`src/rtl/vedic_pkg.sv`:
```
// Shared constants and elaboration-time helpers for the Vedic multiplier.
package vedic_pkg;

    // Width of one leaf digit; leaf products are LEAF_W x LEAF_W.
    localparam int LEAF_W = 2;

    // Ceiling log2; clog2(1) = 0.
    function automatic int clog2(input int unsigned v);
        int r;
        r = 0;
        while ((32'd1 << r) < v) r++;
        return r;
    endfunction

    // Pipeline depth: one leaf stage plus one combine stage per doubling.
    function automatic int lat_of(input int unsigned width);
        return clog2(width);
    endfunction

endpackage

```
`src/rtl/vedic_2x2.sv`:
```
// 2x2 Urdhva-Tiryagbhyam leaf cell: 2-bit by 2-bit unsigned product.
module vedic_2x2 (
    input  logic [1:0] a,
    input  logic [1:0] b,
    output logic [3:0] p
);

    logic cross_c;

    // Vertical and crosswise partial products, gate-level form.
    always_comb begin
        cross_c = (a[1] & b[0]) & (a[0] & b[1]);
        p[0]    = a[0] & b[0];
        p[1]    = (a[1] & b[0]) ^ (a[0] & b[1]);
        p[2]    = (a[1] & b[1]) ^ cross_c;
        p[3]    = (a[1] & b[1]) & cross_c;
    end

endmodule

```
`src/rtl/vedic_combine.sv`:
```
// Combines four W-bit sub-products of half-width chunks into one 2W-bit product.
module vedic_combine #(
    parameter int W = 4
) (
    input  logic [W-1:0]   ll,
    input  logic [W-1:0]   lh,
    input  logic [W-1:0]   hl,
    input  logic [W-1:0]   hh,
    output logic [2*W-1:0] p
);

    localparam int H = W / 2;

    // P = LL + ((LH + HL) << W/2) + (HH << W) at full 2W width.
    always_comb begin
        p = {{W{1'b0}}, ll}
          + (({{W{1'b0}}, lh} + {{W{1'b0}}, hl}) << H)
          + {hh, {W{1'b0}}};
    end

endmodule

```
`src/rtl/vedic_mult_pipe.sv`:
```
// Pipelined Vedic multiplier with valid/ready handshake and in-flight counter.
// Optional signed mode: define VEDIC_MULT_SIGNED_EN to add the in_signed port.
module vedic_mult_pipe
    import vedic_pkg::*;
#(
    parameter int WIDTH = 16
) (
    input  logic                                   clk,
    input  logic                                   rst_n,
    input  logic                                   in_valid,
    output logic                                   in_ready,
`ifdef VEDIC_MULT_SIGNED_EN
    input  logic                                   in_signed,
`endif
    input  logic [WIDTH-1:0]                       a,
    input  logic [WIDTH-1:0]                       b,
    output logic                                   out_valid,
    input  logic                                   out_ready,
    output logic [2*WIDTH-1:0]                     p,
    output logic [clog2(lat_of(WIDTH)+1)-1:0]      inflight
);

    localparam int LAT = lat_of(WIDTH);
    localparam int IFW = clog2(LAT + 1);

    if (WIDTH < 2 || (WIDTH & (WIDTH - 1)) != 0) begin : g_bad_width
        $fatal(1, "vedic_mult_pipe: WIDTH must be a power of two >= 2");
    end

    logic           en;
    logic           accept;
    logic           deliver;
    logic [LAT:1]   valid_q;
    logic [WIDTH-1:0] a_mag;
    logic [WIDTH-1:0] b_mag;

    assign out_valid = valid_q[LAT];
    assign en        = out_ready | ~out_valid;
    assign in_ready  = en;
    assign accept    = in_valid & en;
    assign deliver   = out_valid & out_ready;

`ifdef VEDIC_MULT_SIGNED_EN
    logic sign_in;
    logic neg_sel;

    // Operand magnitudes; negating 2^(WIDTH-1) yields itself, the correct magnitude.
    always_comb begin
        a_mag   = (in_signed & a[WIDTH-1]) ? (~a + WIDTH'(1)) : a;
        b_mag   = (in_signed & b[WIDTH-1]) ? (~b + WIDTH'(1)) : b;
        sign_in = in_signed & (a[WIDTH-1] ^ b[WIDTH-1]);
    end

    // Sign rides alongside the data up to the stage feeding the last register.
    if (LAT > 1) begin : g_sign
        logic [LAT-1:1] sign_q;

        // Sign shift register, advancing with the global enable.
        always_ff @(posedge clk or negedge rst_n) begin
            if (!rst_n) begin
                sign_q <= '0;
            end else if (en) begin
                sign_q[1] <= in_valid & sign_in;
                for (int unsigned s = 2; s <= LAT - 1; s++) begin
                    sign_q[s] <= sign_q[s-1];
                end
            end
        end

        assign neg_sel = sign_q[LAT-1];
    end else begin : g_sign_leaf
        assign neg_sel = sign_in;
    end
`else
    assign a_mag = a;
    assign b_mag = b;
`endif

    // Stage valid bits; bubbles are held in place while stalled.
    always_ff @(posedge clk or negedge rst_n) begin
        if (!rst_n) begin
            valid_q <= '0;
        end else if (en) begin
            valid_q[1] <= in_valid;
            for (int unsigned s = 2; s <= LAT; s++) begin
                valid_q[s] <= valid_q[s-1];
            end
        end
    end

    // Level k holds products of (2^k)-bit chunks: N x N products of 2^(k+1) bits.
    for (genvar k = 1; k <= LAT; k++) begin : g_lvl
        localparam int CW = 1 << k;
        localparam int N  = WIDTH / CW;
        localparam int PW = 2 * CW;

        logic [PW-1:0] raw    [N*N];
        logic [PW-1:0] nxt    [N*N];
        logic [PW-1:0] prod_q [N*N];

        for (genvar i = 0; i < N; i++) begin : g_row
            for (genvar j = 0; j < N; j++) begin : g_col
                if (k == 1) begin : g_leaf
                    vedic_2x2 u_leaf (
                        .a (a_mag[i*LEAF_W +: LEAF_W]),
                        .b (b_mag[j*LEAF_W +: LEAF_W]),
                        .p (raw[i*N+j])
                    );
                end else begin : g_comb
                    // Previous level is 2N x 2N; index [a_chunk * 2N + b_chunk].
                    vedic_combine #(.W(CW)) u_comb (
                        .ll (g_lvl[k-1].prod_q[(2*i)*(2*N) + 2*j]),
                        .lh (g_lvl[k-1].prod_q[(2*i)*(2*N) + 2*j + 1]),
                        .hl (g_lvl[k-1].prod_q[(2*i+1)*(2*N) + 2*j]),
                        .hh (g_lvl[k-1].prod_q[(2*i+1)*(2*N) + 2*j + 1]),
                        .p  (raw[i*N+j])
                    );
                end
            end
        end

`ifdef VEDIC_MULT_SIGNED_EN
        if (k == LAT) begin : g_neg
            // Two's-complement negate of the full product ahead of the output register.
            always_comb begin
                nxt = raw;
                if (neg_sel) nxt[0] = ~raw[0] + PW'(1);
            end
        end else begin : g_pass
            assign nxt = raw;
        end
`else
        assign nxt = raw;
`endif

        // Level register: leaf level loads only on accept, later levels on enable.
        always_ff @(posedge clk or negedge rst_n) begin
            if (!rst_n) begin
                for (int unsigned x = 0; x < N*N; x++) prod_q[x] <= '0;
            end else if ((k == 1) ? accept : en) begin
                for (int unsigned x = 0; x < N*N; x++) prod_q[x] <= nxt[x];
            end
        end
    end

    assign p = g_lvl[LAT].prod_q[0];

    // Accepted-but-undelivered count.
    always_ff @(posedge clk or negedge rst_n) begin
        if (!rst_n) begin
            inflight <= '0;
        end else begin
            case ({accept, deliver})
                2'b10:   inflight <= inflight + IFW'(1);
                2'b01:   inflight <= inflight - IFW'(1);
                default: inflight <= inflight;
            endcase
        end
    end

endmodule

```
`config.mk`:
```
export PLATFORM = sky130hd
export DESIGN_NAME = vedic_mult_pipe
export DESIGN_NICKNAME = d
export VERILOG_FILES = /design/src/rtl/vedic_pkg.sv /design/src/rtl/vedic_2x2.sv /design/src/rtl/vedic_combine.sv /design/src/rtl/vedic_mult_pipe.sv
export SDC_FILE = /design/constraint.sdc
export NUM_CORES = 1
export LEC_CHECK = 0
export ABC_CLOCK_PERIOD_IN_PS = 4250
export BUFFER_PORTS_ARGS = -buffer_cell sky130_fd_sc_hd__buf_2
export CAP_MARGIN = 5
export CORE_MARGIN = 8
export CORE_UTILIZATION = 64
export DETAILED_ROUTE_END_ITERATION = 6
export GPL_TIMING_DRIVEN = 0
export PLACE_DENSITY = 0.81
export SLEW_MARGIN = 20
export SYNTH_ARGS = -nofsm -noshare
export SYNTH_HDL_FRONTEND = slang
export SYNTH_SLANG_ARGS = --single-unit
```
`constraint.sdc`:
```
create_clock -name clk -period 4.25 [get_ports clk]
set_input_delay 0.2125 -clock clk [delete_from_list [all_inputs] [get_ports clk]]
set_output_delay 0.2125 -clock clk [all_outputs]
set_load 0.01 [all_outputs]
```
Word level (Yosys, flattened, before mapping)
Index checks and enable logic that the tools add are counted.
- register bits: 487
- output and inout bits: 37
- logic and storage cells: 672
- add/subtract/negate cells: 65
- equal/unequal tests: 2
- mux-type cells: 1
- bitwise gates (word level): 516
- reduce and logical (&&, ||, !) cells: 1
- operators by type and width (operator ; number):
    bitwise AND 1 bit ; 386
    adder 4 x 8 -> 8 bit ; 16
    adder 8 bit ; 16
    bitwise XOR 1 bit ; 128
    adder 4 x 4 -> 5 bit ; 16
    adder 16 bit ; 4
    adder 8 x 16 -> 16 bit ; 4
    adder 8 x 8 -> 9 bit ; 4
    adder 16 x 32 -> 32 bit ; 1
    adder 32 bit ; 1
    adder 16 x 16 -> 17 bit ; 1
    one-hot mux 3 bit (2 select lines) ; 1
    adder 3 x 1 -> 3 bit (second input constant) ; 1
    subtractor 3 x 1 -> 3 bit (second input constant) ; 1
    == test 2 x 1 -> 1 bit (second input constant) ; 1
    == test 2 bit (second input constant) ; 1
    nonzero test 2 bit ; 1
    inverter 1 bit ; 1
    bitwise OR 1 bit ; 1

Depth between registers and ports, before layout
Gate-level depths: netlist (run 1).
- depth in word-level cells: 5
- mapped depth: 18

Cells and area by module
A second synthesis (run 1) with hierarchy kept.
- cell total of the unflattened synthesis: 3129
- area, all modules: 32615.0 um^2
- modules (own cells, without submodules) (module ; instances ; cells an instance ; area an instance (um^2)):
    vedic_mult_pipe ; 1 ; 1513 ; 19115.8
    vedic_combine at g_lvl[2].g_row[0].g_col[0].g_comb.u_comb ... ; 16 ; 36 ; 326.6
    vedic_2x2 ; 64 ; 6 ; 50.0
    vedic_combine at g_lvl[3].g_row[0].g_col[0].g_comb.u_comb ... ; 4 ; 99 ; 792.0
    vedic_combine at g_lvl[4].g_row[0].g_col[0].g_comb.u_comb ; 1 ; 260 ; 1903.1

Worst setup path before layout (run 1)
OpenSTA, ideal clock, no wires.
- path type: register to register
- start: register g_lvl[3].prod_q[16] in the netlist's numbering
- end: register g_lvl[4].prod_q, in the netlist p[31]
- library setup time: 123 ps
- data arrival time: 3353 ps
- required time: 4127 ps
- path slack: 773 ps
- cell stages (with the launch flop): 19
- path buffers: 0
- clock period less this slack: 3477 ps
- cell sequence: dfrtp_1 > ha_1 > inv_1 > fa_1 > nor2b_1 > o31a_1 > o41a_1 > o221ai_1 > nand2b_1 > a21oi_1 > xnor2_1 > ha_1 > a21o_1 > a21o_1 > a21oi_1 > o21ai_0 > o2111ai_1 > xor2_1 > o21ai_1
- longest elaborated chain between the ends: 3
- ends and longest elaborated chain (what ; RTL line ; source):
    start: declaration ; vedic_mult_pipe.sv:99 ; logic [PW-1:0] prod_q [N*N];
    adder 16 x 16 -> 17 bit ; vedic_combine.sv:17 ; + (({{W{1'b0}}, lh} + {{W{1'b0}}, hl}) << H)
    adder 16 x 32 -> 32 bit ; vedic_combine.sv:17 ;
    adder 32 bit ; vedic_combine.sv:18 ; + {hh, {W{1'b0}}};
    end: declaration ; vedic_mult_pipe.sv:99 ;
No other way between the ends.
A chain may end at the register's enable or synchronous reset.

Worst setup path in the final report (run 1)
Ends and elaborated chain as after synthesis.

==> flow_summary.yaml, run 1 <==
detailed_routing:
  drc: 0
  via_per_inst: 5.985
  routed_wirelength_um: 79980
  ant_nets: 0
  via_count: 22128
  drtPass1Iterations: 6
  avgRoutedWirePerCell_um: 21.63
  drt_iter0_markers: 1850
yosys:
  synth_top_family_by_area: "adder cells"
  synth.mux.area_fraction: 0.07375
  synth-xor-area-share: 0.05680
  synth_compound_area_frac: 0.1125
  synthAdderAreaFrac: 0.1884
  yosys_warnings: 0
  ys_seq_area_frac: 0.4117
  synthSimpleGateAreaFrac: 0.1334
  ys.flop_type: "dfrtp_1"
  synth_fp_nets: 3355
  avgSynthCellArea_um2: 10.21
  synth-edff-count: 0
  ys_types: 59
  synth_cells: 2899
  synth_seq_cells: 487
  syn_area_mm2: 0.02960
  async_flop_share: 1.000
floorplan:
  die_h_um: 231.1
  num_rows: 79
  die_x_um: 231.1
  io_pins: 73
  dieArea_mm2: 0.05339
  coreArea_mm2: 0.04606
  start_util: 0.6427
worst_setup_path:
  path_class: "reg2reg"
  endpoint_kind: "flip-flop"
  ff2ff_setup_slack_ns: 0.16
  startpoint_type: "flip-flop"
  cp_max_fo: 3
  cp.required_ns: 4.74
  worstPathArrival_ns: 4.58
clocking:
  clk_latency_ns: 0.62
  clockRootBuffer: "clkbuf_16"
  post-cts-setup-buffer-count: 0
  clock_path_buffers: 3
  clkSlewWorstSetupHoldPaths_ns: 0.06
  numCtsBuffers: 54
  cts_tree: "yes"
  h-tree-depth: 2
  cts.sinks: 487
sta:
  fin_tns_setup_ns: 0
  final_hold_viol_count: 0
  skew_ns: 0.01262
  whs_ns: 0.04482
  fin_crit_sh: 0.9631
  fin_ws_ns: 0.1569
  period_minus_slack_ns: 4.093
  rsz0062_at_grt: "false"
  slew_headroom: 0.4030
  slew_violations: 0
  setup_viol_count_final: 0
  fmax_mhz: 244.3
  worst_pin_slew_ns: 0.8955
global_routing:
  grt_util_all_layers: 0.3002
  grt_pass1_vias: 22494
  grt_max_degree: 103
  antenna_found_initial: 1
  grt_pass1_wl_um: 125600
  overflow: 0
final_layout:
  final_cell_mix: "nand2_1, dfrtp_1, ha_1"
  area_delta_synth_final_pct: 10.81
  drive_above_1_share: 0.1256
  final_nets: 3508
  final_common_cell: "nand2_1"
  antenna_cells: 0
  final_cells: 3697
  post-route-util: 0.7122
placed_design:
  io_buffers: 72
  dp_cells: 3583
  dp_slack_ns: 0.2163
  globalplace.congestion: 0.9049
  place_hpwl_um: 59200
power:
  ir_worst_vdd_mv: 0.7176
  power_density_mw_per_mm2: 851.6
  p_leak_uw: 0.01706
hold_path:
  hold_class: "in2reg"
run_status:
  outcome: "finished, final reports clean"
flow_run:
  maxCapViolCount: 0
critical path: stages, from the launching register on:
cell       delay [ns]
dfrtp_1          0.38
ha_1             0.23
inv_1            0.07
fa_1             0.20
nor2b_1          0.07
o31a_1           0.28
o41a_1           0.38
o221ai_1         0.29
nand2b_1         0.11
a21oi_1          0.18
xnor2_1          0.18
ha_1             0.31
a21o_1           0.17
a21o_1           0.18
a21oi_1          0.19
o21ai_0          0.18
o2111ai_1        0.31
xor2_1           0.18
o21ai_1          0.07
layer usage:
layer,vias up,GRT usage,part of all wire
met2,751,0.4772,0.46
li1,10228,-,-
met1,10955,0.4063,0.43
met4,2,0.1332,0.045
met3,192,0.04683,0.068
met5,-,0,0.00014
worst paths after layout:
check / startpoint / to / cells after the start
worst min register to register: p[5] / p[5] / 2
min in group asynchronous: rst_n / p[28] / 2
worst max register to register: g_lvl[3].prod_q[16] / p[31] / 18
worst max-delay path: g_lvl[3].prod_q[16] / p[31] / 18
max in group asynchronous: rst_n / g_lvl[1].prod_q[149] / 4
worst min-delay path: b[8] / g_lvl[1].prod_q[108] / 3
timing repair:
action,in CTS,in global routing
hold endpoints to repair,202,0
endpoints found under the setup margin,0,4
gates resized for setup,0,1
hold buffers,20,0
area by class of cell:
| type | count | area [um2] |
|---|---|---|
| clock inverter | 18 | 195.2 |
| fill | 3355 | 13260 |
| sequential | 487 | 12190 |
| clock buffer | 76 | 1534 |
| multi-input combinational | 2241 | 16730 |
| inverter | 52 | 195.2 |
| buffer | 119 | 499.2 |
| tap | 607 | 759.5 |
| timing repair buffer | 97 | 708.2 |
where the power goes:
part           total, uW  switching (uW)  internal [uW]
logic              15800            9150           6680
clock network       4640            1950           2690
registers           7470            1170           6300
registers in the layout (all words and copies together) (netlist names):
| signal | cells |
|---|---|
| inflight | 3 |
| g_lvl.prod_q | 448 |
| valid_q | 4 |
| p | 32 |
synth_stat cells (6+ instances only):
master	number	area share
nor3_1	12	0.0020
buf_2	20	0.0034
o21ai_1	13	0.0022
inv_1	52	0.0066
mux2_2	193	0.073
dfrtp_1	487	0.41
o31ai_1	7	0.0018
nor2_1	109	0.014
o21ai_0	160	0.027
a21oi_1	176	0.030
xor2_1	91	0.027
nand2_1	520	0.066
a21o_1	108	0.027
nor2b_1	6	0.0013
o21a_1	13	0.0033
and2_1	196	0.041
clkbuf_1	93	0.012
o211ai_1	9	0.0023
fa_1	43	0.029
xnor2_1	101	0.030
nand3_1	11	0.0019
ha_1	377	0.16
nand2b_1	12	0.0025
o21bai_1	26	0.0066
cells by family after synthesis:
family / count (synthesis)
multiplexers: 194
AND/OR/NAND/NOR: 884
flip-flops: 487
XOR/XNOR: 192
AO/OA/AOI/OAI: 551
adder cells (fa/ha/maj): 420
buffers and inverters: 171
metrics by stage:
| step | cell area, um2 | total power [uW] |
|---|---|---|
| floorplan | 29600 | 18680 |
| CTS | 32800 | 27690 |
| finish | 32800 | 27940 |
| global route | 32800 | 29930 |
| global placement | 30720 | 22200 |
| detailed placement | 30870 | 22840 |
No activity file was read; power rests on OpenSTA's default activity.
==> inputs of run 2 (changes only) <==
--- a/config.mk
+++ b/config.mk
@@ -8,8 +8,10 @@
 export ABC_CLOCK_PERIOD_IN_PS = 4250
 export BUFFER_PORTS_ARGS = -buffer_cell sky130_fd_sc_hd__buf_2
 export CAP_MARGIN = 5
+export CORE_ASPECT_RATIO = 1.75
 export CORE_MARGIN = 8
 export CORE_UTILIZATION = 64
+export CTS_CLUSTER_DIAMETER = 40
 export DETAILED_ROUTE_END_ITERATION = 6
 export GPL_TIMING_DRIVEN = 0
 export PLACE_DENSITY = 0.81
==> flow_summary.yaml, run 2 (synthesis results as in run 1) <==
run_status:
  outcome: "finished, final reports clean"
floorplan:
  die_h_um: 300.5
  io_pins: 73
  die_x_um: 178.6
  start_util: 0.6463
  coreArea_mm2: 0.04580
  num_rows: 104
  dieArea_mm2: 0.05366
sta:
  final_hold_viol_count: 0
  fmax_mhz: 241.5
  setup_viol_count_final: 0
  worst_pin_slew_ns: 0.9502
  fin_crit_sh: 0.9744
  period_minus_slack_ns: 4.141
  slew_violations: 0
  slew_headroom: 0.3666
  skew_ns: 0.02392
hold_path:
  hold_class: "in2reg"
  whs_endpoint: "g_lvl[1].prod_q[128]"
  min_path_cells: 3
  hp-start: "b[14]"
global_routing:
  antenna_found_initial: 1
  grt_pass1_vias: 23422
  overflow: 0
  grt_max_degree: 99
  grt_pass1_wl_um: 126500
  grt_util_all_layers: 0.3055
detailed_routing:
  via_per_inst: 5.981
  via_count: 21901
  drtPass1Iterations: 7
  avgRoutedWirePerCell_um: 22.03
  drt_iter0_markers: 1447
  ant_nets: 0
  routed_wirelength_um: 80690
  drc: 0
final_layout:
  final_common_cell: "nand2_1"
  largest_reg_flops: 448
  post-route-util: 0.7139
  final_cell_mix: "nand2_1, dfrtp_1, ha_1"
  top_register: "g_lvl.prod_q"
  drive_above_1_share: 0.1287
  final_nets: 3496
  final_cells: 3662
  nFillCells: 3300
  area_delta_synth_final_pct: 10.47
clocking:
  cts.sinks: 487
  clkSlewWorstSetupHoldPaths_ns: 0.06
  cts_tree: "yes"
  clock_path_buffers: 3
  clockRootBuffer: "clkbuf_16"
  numCtsBuffers: 52
  clk_latency_ns: 0.59
  h-tree-depth: 2
placed_design:
  dp_cells: 3559
  globalplace.congestion: 0.9674
  place_hpwl_um: 61160
  io_buffers: 72
worst_setup_path:
  regToRegEndpoint: "p[25]"
  endpoint_kind: "flip-flop"
  worstPathArrival_ns: 4.58
  path_class: "reg2reg"
  cp_max_fo: 3
  rr_worst_depth: 19
  ff2ff_setup_slack_ns: 0.11
  startpoint_type: "flip-flop"
  cp.required_ns: 4.69
  r2r-start: "g_lvl[3].prod_q[16]"
power:
  p_leak_uw: 0.01702
  power_density_mw_per_mm2: 849.8
  ir_worst_vdd_mv: 0.7873
flow_run:
  maxCapViolCount: 0
[run 2: cell type report]
type                            count  area, um2  share of cell area
Timing Repair Buffer               87      605.6             0.01852
Clock inverter                     28      320.3            0.009795
Clock buffer                       64       1418             0.04335
Multi-Input combinational cell   2241      16740              0.5121
Antenna cell                        1      2.502          0.00007652
Inverter                           52      195.2            0.005969
Tap cell                          583      729.5             0.02231
Sequential cell                   487      12190              0.3727
Buffer                            119      499.2             0.01527
[run 2: how the worst max path moves through the flow]
stage | end | startpoint | depth (start not counted) | slack (ns)
after floorplan | p[31] | g_lvl[3].prod_q[16] | 18 | 0.77
after global placement | p[0] | rst_n | 1 | -6.68
after detailed placement | p[26] | g_lvl[3].prod_q[16] | 18 | -0.03
after CTS | p[31] | g_lvl[3].prod_q[16] | 18 | 0.06
after global routing | p[29] | g_lvl[3].prod_q[16] | 19 | -0.004
final | p[25] | g_lvl[3].prod_q[16] | 19 | 0.11
[run 2: routing by layer]
layer	share of wire	global-route usage	vias up	wire [um]
met5	0	0	-	0
met4	0.085	0.2337	0	6881
met3	0.050	0.04782	289	4022
met2	0.50	0.5222	619	40060
met1	0.37	0.3337	10783	29720
li1	-	-	10210	-
[run 2: what timing repair did]
item / 4_1_cts / 5_1_grt
hold buffers: 9 / 0
endpoints found under the hold margin: 116 / 0
resized for setup: 1 / 4
setup endpoints to repair: 1 / 7
pin swaps: 0 / 2
setup buffers: 0 / 1
[run 2: worst max-delay path, stage by stage (launching register included)]
cell and delay (ns):
dfrtp_1 0.39, ha_1 0.23, inv_1 0.07, fa_1 0.21, nor2b_1 0.07, o31a_1 0.28, o41a_1 0.41, o221ai_2 0.26
nand2b_1 0.08, a21oi_1 0.17, xnor2_1 0.17, ha_1 0.32, and4_1 0.19, nand3_1 0.09, o211ai_1 0.13, buf_4 0.18
o31ai_1 0.35, nand2_1 0.15, xnor2_1 0.17, a21oi_1 0.08
[run 2: per-stage QoR]
stage	area (um2)	setup WS (ns)	hold slack [ns]	setup TNS (ns)	power, uW
6_report	32700	0.1089	0.02125	0	27790
5_1_grt	32700	-0.003723	0.0002459	-0.003723	29820
4_1_cts	32670	0.05989	0.0008106	0	27590
3_5_place_dp	30840	-0.02580	0.2283	-0.02580	22740
3_3_place_gp	30690	-6.680	0.4413	-3219.80	22180
2_1_floorplan	29600	0.7735	-0.08309	0	18680
[run 2: power by group]
part	internal (uW)	total (uW)	switching (uW)
combinational	6690	15700	9000
clock	2640	4650	2010
sequential	6300	7450	1150
total	15600	27800	12200
